## config.mk

```make
export PLATFORM = sky130hd
export DESIGN_NAME = ram_shift_tap_reader
export DESIGN_NICKNAME = d
export VERILOG_FILES = /design/src/rtl/ram_shift_tap_reader.sv
export SDC_FILE = /design/constraint.sdc
export NUM_CORES = 1
export LEC_CHECK = 0
export BUFFER_PORTS_ARGS = -buffer_cell sky130_fd_sc_hd__buf_4
export CORE_MARGIN = 2
export CORE_UTILIZATION = 40
export DETAILED_ROUTE_END_ITERATION = 8
export HOLD_SLACK_MARGIN = 0.03
export SLEW_MARGIN = 10
export SYNTH_ARGS = -nofsm -noshare
export SYNTH_HDL_FRONTEND = slang
export SYNTH_SLANG_ARGS = --single-unit
```

## constraint.sdc

```tcl
create_clock -name Clock -period 2.35 [get_ports Clock]
set_input_delay 0.1175 -clock Clock [delete_from_list [all_inputs] [get_ports Clock]]
set_output_delay 0.1175 -clock Clock [all_outputs]
set_load 0.05 [all_outputs]
```

## src/rtl/ram_shift_tap_reader.sv

```systemverilog
// ram_shift_tap_reader
//   Programmable-delay tap on a circular sample RAM. Every accepted sample is
//   written at wr_ptr. On the same edge, the sample accepted D accepts earlier
//   is read back. D is the effective tap: Tap, clamped to 1..DEPTH-1. A history
//   count gates Q_valid so that a sample is only emitted once real history exists.
//
// Ports
//   Clock      in   rising-edge clock
//   Reset      in   asynchronous, active-high reset
//   Din_valid  in   sample accept strobe
//   Din        in   [DSIZE-1:0] sample written on accept
//   Flush      in   synchronous history clear; wins over Din_valid
//   Tap        in   [ASIZE-1:0] requested delay, in accepted samples
//   Q          out  [DSIZE-1:0] delayed sample (held between valid strobes)
//   Q_valid    out  one-cycle strobe: Q holds a real delayed sample
//   Tap_err    out  registered flag: Tap was clamped on the last edge
//
// Build option
//   RAM_SHIFT_TAP_OREG_EN : adds one output register stage on Q, Q_valid and
//                           Tap_err. This stage resets to 0. With it, latency
//                           is accept+2 edges; without it, latency is 1 edge.

module ram_shift_tap_reader #(
   parameter int DSIZE = 8,
   parameter int DEPTH = 16,
   parameter int ASIZE = $clog2(DEPTH)
) (
   input  logic             Clock,
   input  logic             Reset,
   input  logic             Din_valid,
   input  logic [DSIZE-1:0] Din,
   input  logic             Flush,
   input  logic [ASIZE-1:0] Tap,
   output logic [DSIZE-1:0] Q,
   output logic             Q_valid,
   output logic             Tap_err
);

   localparam int AW = $clog2(DEPTH);

   typedef enum logic [1:0] {EMPTY, FILL, RUN} state_t;

   state_t           state, state_next;
   logic [DSIZE-1:0] mem [DEPTH];
   logic [AW-1:0]    wr_ptr, rd_addr, h, h_next, d_eff;
   logic             accept, clamp, emit;
   logic [DSIZE-1:0] q_core;
   logic             qv_core, err_core;

   // Effective delay: 0 maps to 1, anything beyond DEPTH-1 maps to DEPTH-1.
   always_comb begin
      clamp = 1'b0;
      d_eff = AW'(Tap);
      if (Tap == '0) begin
         clamp = 1'b1;
         d_eff = AW'(1);
      end else if (int'(Tap) > DEPTH - 1) begin
         clamp = 1'b1;
         d_eff = AW'(DEPTH - 1);
      end
   end

   assign accept  = Din_valid & ~Flush;
   // D >= 1, so the read address never equals the address written this edge.
   assign rd_addr = wr_ptr - d_eff;
   // The comparison uses the history before this accept, so a Tap change
   // takes effect on the very accept in which it is sampled.
   assign emit    = accept && (state != EMPTY) && (h >= d_eff);

   always_comb begin
      h_next = h;
      if (Flush)
         h_next = '0;
      else if (accept && (h != AW'(DEPTH - 1)))
         h_next = h + AW'(1);
   end

   always_comb begin
      state_next = state;
      if (Flush) begin
         state_next = EMPTY;
      end else begin
         case (state)
            EMPTY:   if (accept) state_next = (d_eff == AW'(1)) ? RUN : FILL;
            FILL:    if (h_next >= d_eff) state_next = RUN;
            RUN:     if (h_next < d_eff) state_next = FILL;
            default: state_next = EMPTY;
         endcase
      end
   end

   // Sample storage: not reset; history validity is tracked by h alone.
   always_ff @(posedge Clock) begin
      if (accept)
         mem[wr_ptr] <= Din;
   end

   always_ff @(posedge Clock or posedge Reset) begin
      if (Reset) begin
         state    <= EMPTY;
         wr_ptr   <= '0;
         h        <= '0;
         q_core   <= '0;
         qv_core  <= 1'b0;
         err_core <= 1'b0;
      end else begin
         state    <= state_next;
         h        <= h_next;
         err_core <= clamp;
         qv_core  <= emit;
         if (accept)
            wr_ptr <= wr_ptr + AW'(1);
         if (emit)
            q_core <= mem[rd_addr];
      end
   end

`ifdef RAM_SHIFT_TAP_OREG_EN
   always_ff @(posedge Clock or posedge Reset) begin
      if (Reset) begin
         Q       <= '0;
         Q_valid <= 1'b0;
         Tap_err <= 1'b0;
      end else begin
         Q       <= q_core;
         Q_valid <= qv_core;
         Tap_err <= err_core;
      end
   end
`else
   assign Q       = q_core;
   assign Q_valid = qv_core;
   assign Tap_err = err_core;
`endif

endmodule

```

# Yosys cells after proc, flatten, opt, wreduce, memory -nomap -nowiden
# Memory sizes are Yosys's and may differ from the RTL's. A register that Yosys moved wholly into a read port is not among the register bits.
# Cells that the tools add are included.
[word_totals]
reg_bits = 12
latch_bits = 0
ram_bits = 128
romBits = 0
input_bits = 16
out_inout_bits = 10
wordCells = 40
memories = 1
[op_classes]
n_addsub = 3
n_mul = 0
div = 0
n_lt_le_gt_ge = 3
n_eq_ne = 7
n_shift = 0
n_mux = 12
bitwise = 2
n_reduce_logical = 7
[mem_list]
columns = ["name", "depth", "word_bits", "rd", "rd_ports_with_merged_regs", "write_ports", "line", "text"]
rows = [
  ["mem", 16, 8, 1, 1, 1, "44", "logic [DSIZE-1:0] mem [DEPTH];"],
]
[op_table]
columns = ["op", "n"]
rows = [
  ["$mux W4", 3],
  ["$mux W2", 5],
  ["$ne A3 B3 Y1 const B", 3],
  ["$add A4 B1 Y4 const B", 2],
  ["$ge A4 B4 Y1", 2],
  ["$pmux W2 S3", 1],
  ["$eq A4 B1 Y1 const B", 1],
  ["$logic_not A4 Y1", 1],
  ["$lt A4 B4 Y1", 1],
  ["$ne A4 B4 Y1 const B", 1],
  ["$sub A4 B4 Y4", 1],
  ["$logic_and A1 B1 Y1", 3],
  ["$mux W1", 3],
  ["$reduce_and A3 Y1", 1],
  ["$eq A2 B1 Y1 const B", 1],
  ["$eq A2 B2 Y1 const B", 1],
  ["$logic_not A2 Y1", 1],
  ["$reduce_bool A2 Y1", 1],
  ["$and A1 B1 Y1", 1],
  ["$not A1 Y1", 1],
]

# Depth between registers and ports, before layout
[logic_depth]
depth_word = 9
depth_mapped = 11
mapped_depth_nobuf = 11

# Worst setup path before layout
# Ideal clock, no wire load.
[synth_timing]
path_kind = "reg-to-reg"
from = "reg wr_ptr[0]"
to = "reg q_core[0], in the netlist Q[0], read port of mem"
setup_time_ns = 0.143
arrival_time_ns = 2.240
t_required_ns = 2.207
setup_slack_ns = -0.032
stages_incl_launch_ff = 9
n_path_buf = 1
period_less_slack_ns = 2.382
cell_sequence = "dfrtp_1 -> inv_1 -> ha_1 -> inv_1 -> fa_1 -> clkbuf_1 -> mux4_2 -> mux2i_1 -> o221ai_2"
[synth_between]
elab_chain_cells = 1
[synth_rtl]
columns = ["item", "line", "text"]
rows = [
  ["start, declared", "45", "logic [AW-1:0] wr_ptr, rd_addr, h, h_next, d_eff;"],
  ["start signal, assigned", "112", "wr_ptr <= wr_ptr + AW'(1);"],
  ["$sub A4 B4 Y4", "65", "assign rd_addr = wr_ptr - d_eff;"],
  ["end, declared", "47", "logic [DSIZE-1:0] q_core;"],
]
# No other way between the ends.
# A chain may end at the register's enable or synchronous reset.

# Worst setup path after layout
# Same ends and word-level chain as after synthesis.

==> run_results.csv <==
group,metric,value,unit
status,status,"finished clean",
global_routing,grt_pass1_wl,19800,microns
floorplan,io_pins,26,
clock_tree,insertion_delay,0.42,ns
setup_path,cp_max_fo,8,
setup_path,cp.depth,8,
place,dp_slack,-0.229,ns
yosys,ys.flop_type,"edfxtp_1",
sta,worst_pin_slew,0.917,ns
power_and_ir_drop,switchingPower,0.00311,W
power_and_ir_drop,internal_power,0.00652,W
place,dpl_cell_area,6880,sq um
finish,final_common_cell,"edfxtp_1",
setup_path,arrival,2.61,ns
global_routing,grt_use_total,16.9,%
place,dp.cells,571,
global_routing,grt_max_degree,33,
finish,antenna_cells,0,
yosys,syn_inst,332,
yosys,synth_cell_types,36,
finish,fin_area,7800,sq um
floorplan,die_w,128,microns
sta,max_slew_margin,38.8,%
clock_tree,clkSinkCount,148,
setup_path,crit_buf_inv,3,
place,place_congestion,0.791,
yosys,synthArstFlopShare,13.5,%
global_routing,gr-total-overflow,0,
yosys,synth_seq_area_share,70.6,%
setup_path,crit_family,"adder cells",
routing,wl,12900,microns
finish,regArea,4340,sq um
floorplan,fp.dieH,128,microns
global_routing,antenna_found_initial,0,
setup_path,slowest_stage,"fa_2",
place,port_buffers,25,
yosys,synth_edf_count,128,
setup_path,crit_path_frequent_cell,"inv_2",
sta,worst_slack,0.0342,ns
sta,setup_tns,0,ns
finish,syn2layout_area_growth,26.6,%
power_and_ir_drop,power.density,1230,nW/um^2
floorplan,fp.dieArea,16400,sq um
finish,final_cells,621,
worst_hold_path,min_from,"Din[1]",
clock_tree,htree_levels,4,
clock_tree,cts.clk_slew.worst_paths,0.06,ns
routing,vias,3307,
setup_path,regToRegEndpoint,"Q[0]",
finish,drive_gt1_share,38.8,%
sta,clock_skew,0.00777,ns
sta,max_clock_freq,0.432,GHz
routing,drtPass1Iterations,5,
setup_path,cp.required,2.65,ns
clock_tree,cts_tree,"built",
place,hpwlAfterDp,8170,microns
routing,viasPerCell,5.33,
sta,hold_viol_final,0,
sta,setup-violations-final,0,
yosys,synth_area,6160,sq um
setup_path,end_kind,"register",
setup_path,ff2ff_path_depth,8,
setup_path,r2r_start,"wr_ptr[0]",
floorplan,rows,45,
sta,worst_hold_slack,0.0411,ns
routing,drt_iter0_markers,263,
finish,final_cell_mix,"128 x edfxtp_1, 62 x buf_4, 32 x mux4_2",
sta,period_minus_slack,2.32,ns
worst_hold_path,worstHoldPathType,"in2reg",
sta,slew_violations,0,
clock_tree,cts-buffers-inserted,17,
yosys,synth_fp_nets,365,
finish,multi_input_area,1810,sq um
setup_path,regToRegSetupSlack,0.03,ns
setup_path,path_class,"reg2reg",
finish,fillers,1209,
setup_path,start_kind,"register",
yosys,synth_warnings,0,
yosys,ys_ff_latch,148,
floorplan,fp.coreArea,15100,sq um
sta,min_period_over_period,98.5,%
worst_hold_path,holdPathStages,1,
sta,grt_setup_unrepaired,"true",
job,drv_cap,0,
power_and_ir_drop,peakVddDrop,922,uV
power_and_ir_drop,p_leak,2.82,nW
global_routing,grt_pass1_vias,3369,
routing,drc_errors,0,
routing,ant_nets,0,
setup_path,max_stage_delay,0.69,ns
finish,fin_nets,453,
worst_hold_path,hold_end,"mem[14][1]",
floorplan,initial_core_util,40.7,%
clock_tree,cts_max_path_buffers,2,
setup_path,path_cells,"inv_2 > ha_4 > inv_2 > fa_2 > clkbuf_16 > mux4_2 > mux2i_2 > o221ai_2",
power_and_ir_drop,combPwrFrac,38.4,%
yosys,synth.avg_cell_area,18.5,sq um
clock_tree,root_buffer,"clkbuf_16",
power_and_ir_drop,power_frac_clock,28.1,%
routing,wl_per_cell,20.8,microns
power_and_ir_drop,p_seq_share,33.5,%
power_and_ir_drop,sw_frac_of_total,32.3,%
-- registers in the layout (all words and copies together), names as in the netlist --
register and flops:
Tap_err 1, mem 128, Q_valid 1, h 4, Q 8, state 2, wr_ptr 4
-- kinds of logic after synthesis --
family                   Yosys count  share of synthesized area, %
AO/OA/AOI/OAI                     24                          3.58
XOR/XNOR                           6                         0.975
adder cells (fa/ha/maj)           17                          3.58
buffers and inverters             27                          2.03
flip-flops                       148                          70.6
multiplexers                      50                          14.7
AND/OR/NAND/NOR                   60                          4.63
-- synth_stat cells, drive strengths merged, types with 2 or more instances --
| master | count | area (sq um) |
|---|---|---|
| o221ai | 8 | 120 |
| ha | 16 | 200 |
| buf | 8 | 53.8 |
| xnor2 | 5 | 43.8 |
| a211oi | 2 | 15.0 |
| nand3 | 2 | 10.0 |
| mux4 | 32 | 721 |
| mux2i | 17 | 170 |
| dfrtp | 20 | 500 |
| nor2b | 4 | 25.0 |
| clkbuf | 6 | 22.5 |
| a21oi | 5 | 25.0 |
| nor3 | 6 | 30.0 |
| nand2b | 4 | 25.0 |
| edfxtp | 128 | 3840 |
| nand2 | 19 | 71.3 |
| o21a | 2 | 15.0 |
| inv | 13 | 48.8 |
| or2 | 2 | 12.5 |
| nand4 | 2 | 12.5 |
| o21ai | 4 | 20.0 |
| nor2 | 17 | 63.8 |
-- power groups by stage --
stage	logic, W	registers, W	clock network (W)
global placement	0.00321	0.00327	0
detailed placement	0.00324	0.00327	0
global route	0.00396	0.00324	0.00287
finish	0.00370	0.00322	0.00270
CTS	0.00331	0.00322	0.00275
floorplan	0.00195	0.00347	0
-- how the worst max path moves through the flow --
stage	from	end	slack [ns]
after floorplan	h[0]	state[0]	0.05
after global placement	Tap[1]	Q[5]	-0.18
after detailed placement	Tap[1]	Q[1]	-0.23
after CTS	h[1]	state[0]	-0.008
after global routing	wr_ptr[0]	Q[1]	-0.02
final	wr_ptr[0]	Q[0]	0.03
-- area by class of cell --
cell class                 count  share of cell area, %
sequential                   148                   55.7
multi-input combinational    157                   23.2
timing repair buffer          83                   9.85
clock buffer                  17                   5.46
tap                          188                   3.02
clock inverter                15                   2.18
inverter                      13                  0.626
-- through the flow --
| step | util (%) | power, W |
|---|---|---|
| global placement | 45.4 | 0.00648 |
| finish | 51.5 | 0.00963 |
| CTS | 50.2 | 0.00928 |
| detailed placement | 45.4 | 0.00651 |
| floorplan | - | 0.00542 |
| global route | 51.5 | 0.0101 |
-- layer usage --
layer  share of wire [%]  global-route usage (%)
met5                   0                       0
met2                  50                    26.8
met1                  44                    22.7
met4                 1.7                    7.24
met3                 4.9                    3.55
-- what timing repair did --
item,CTS,global route
gates resized for setup,5,22
hold buffers,11,0
buffers inserted,0,4
setup endpoints to repair,4,10
gates cloned,0,3
endpoints found under the hold margin,130,0
pin swaps,0,12
No activity file was read; power rests on OpenSTA's default activity.
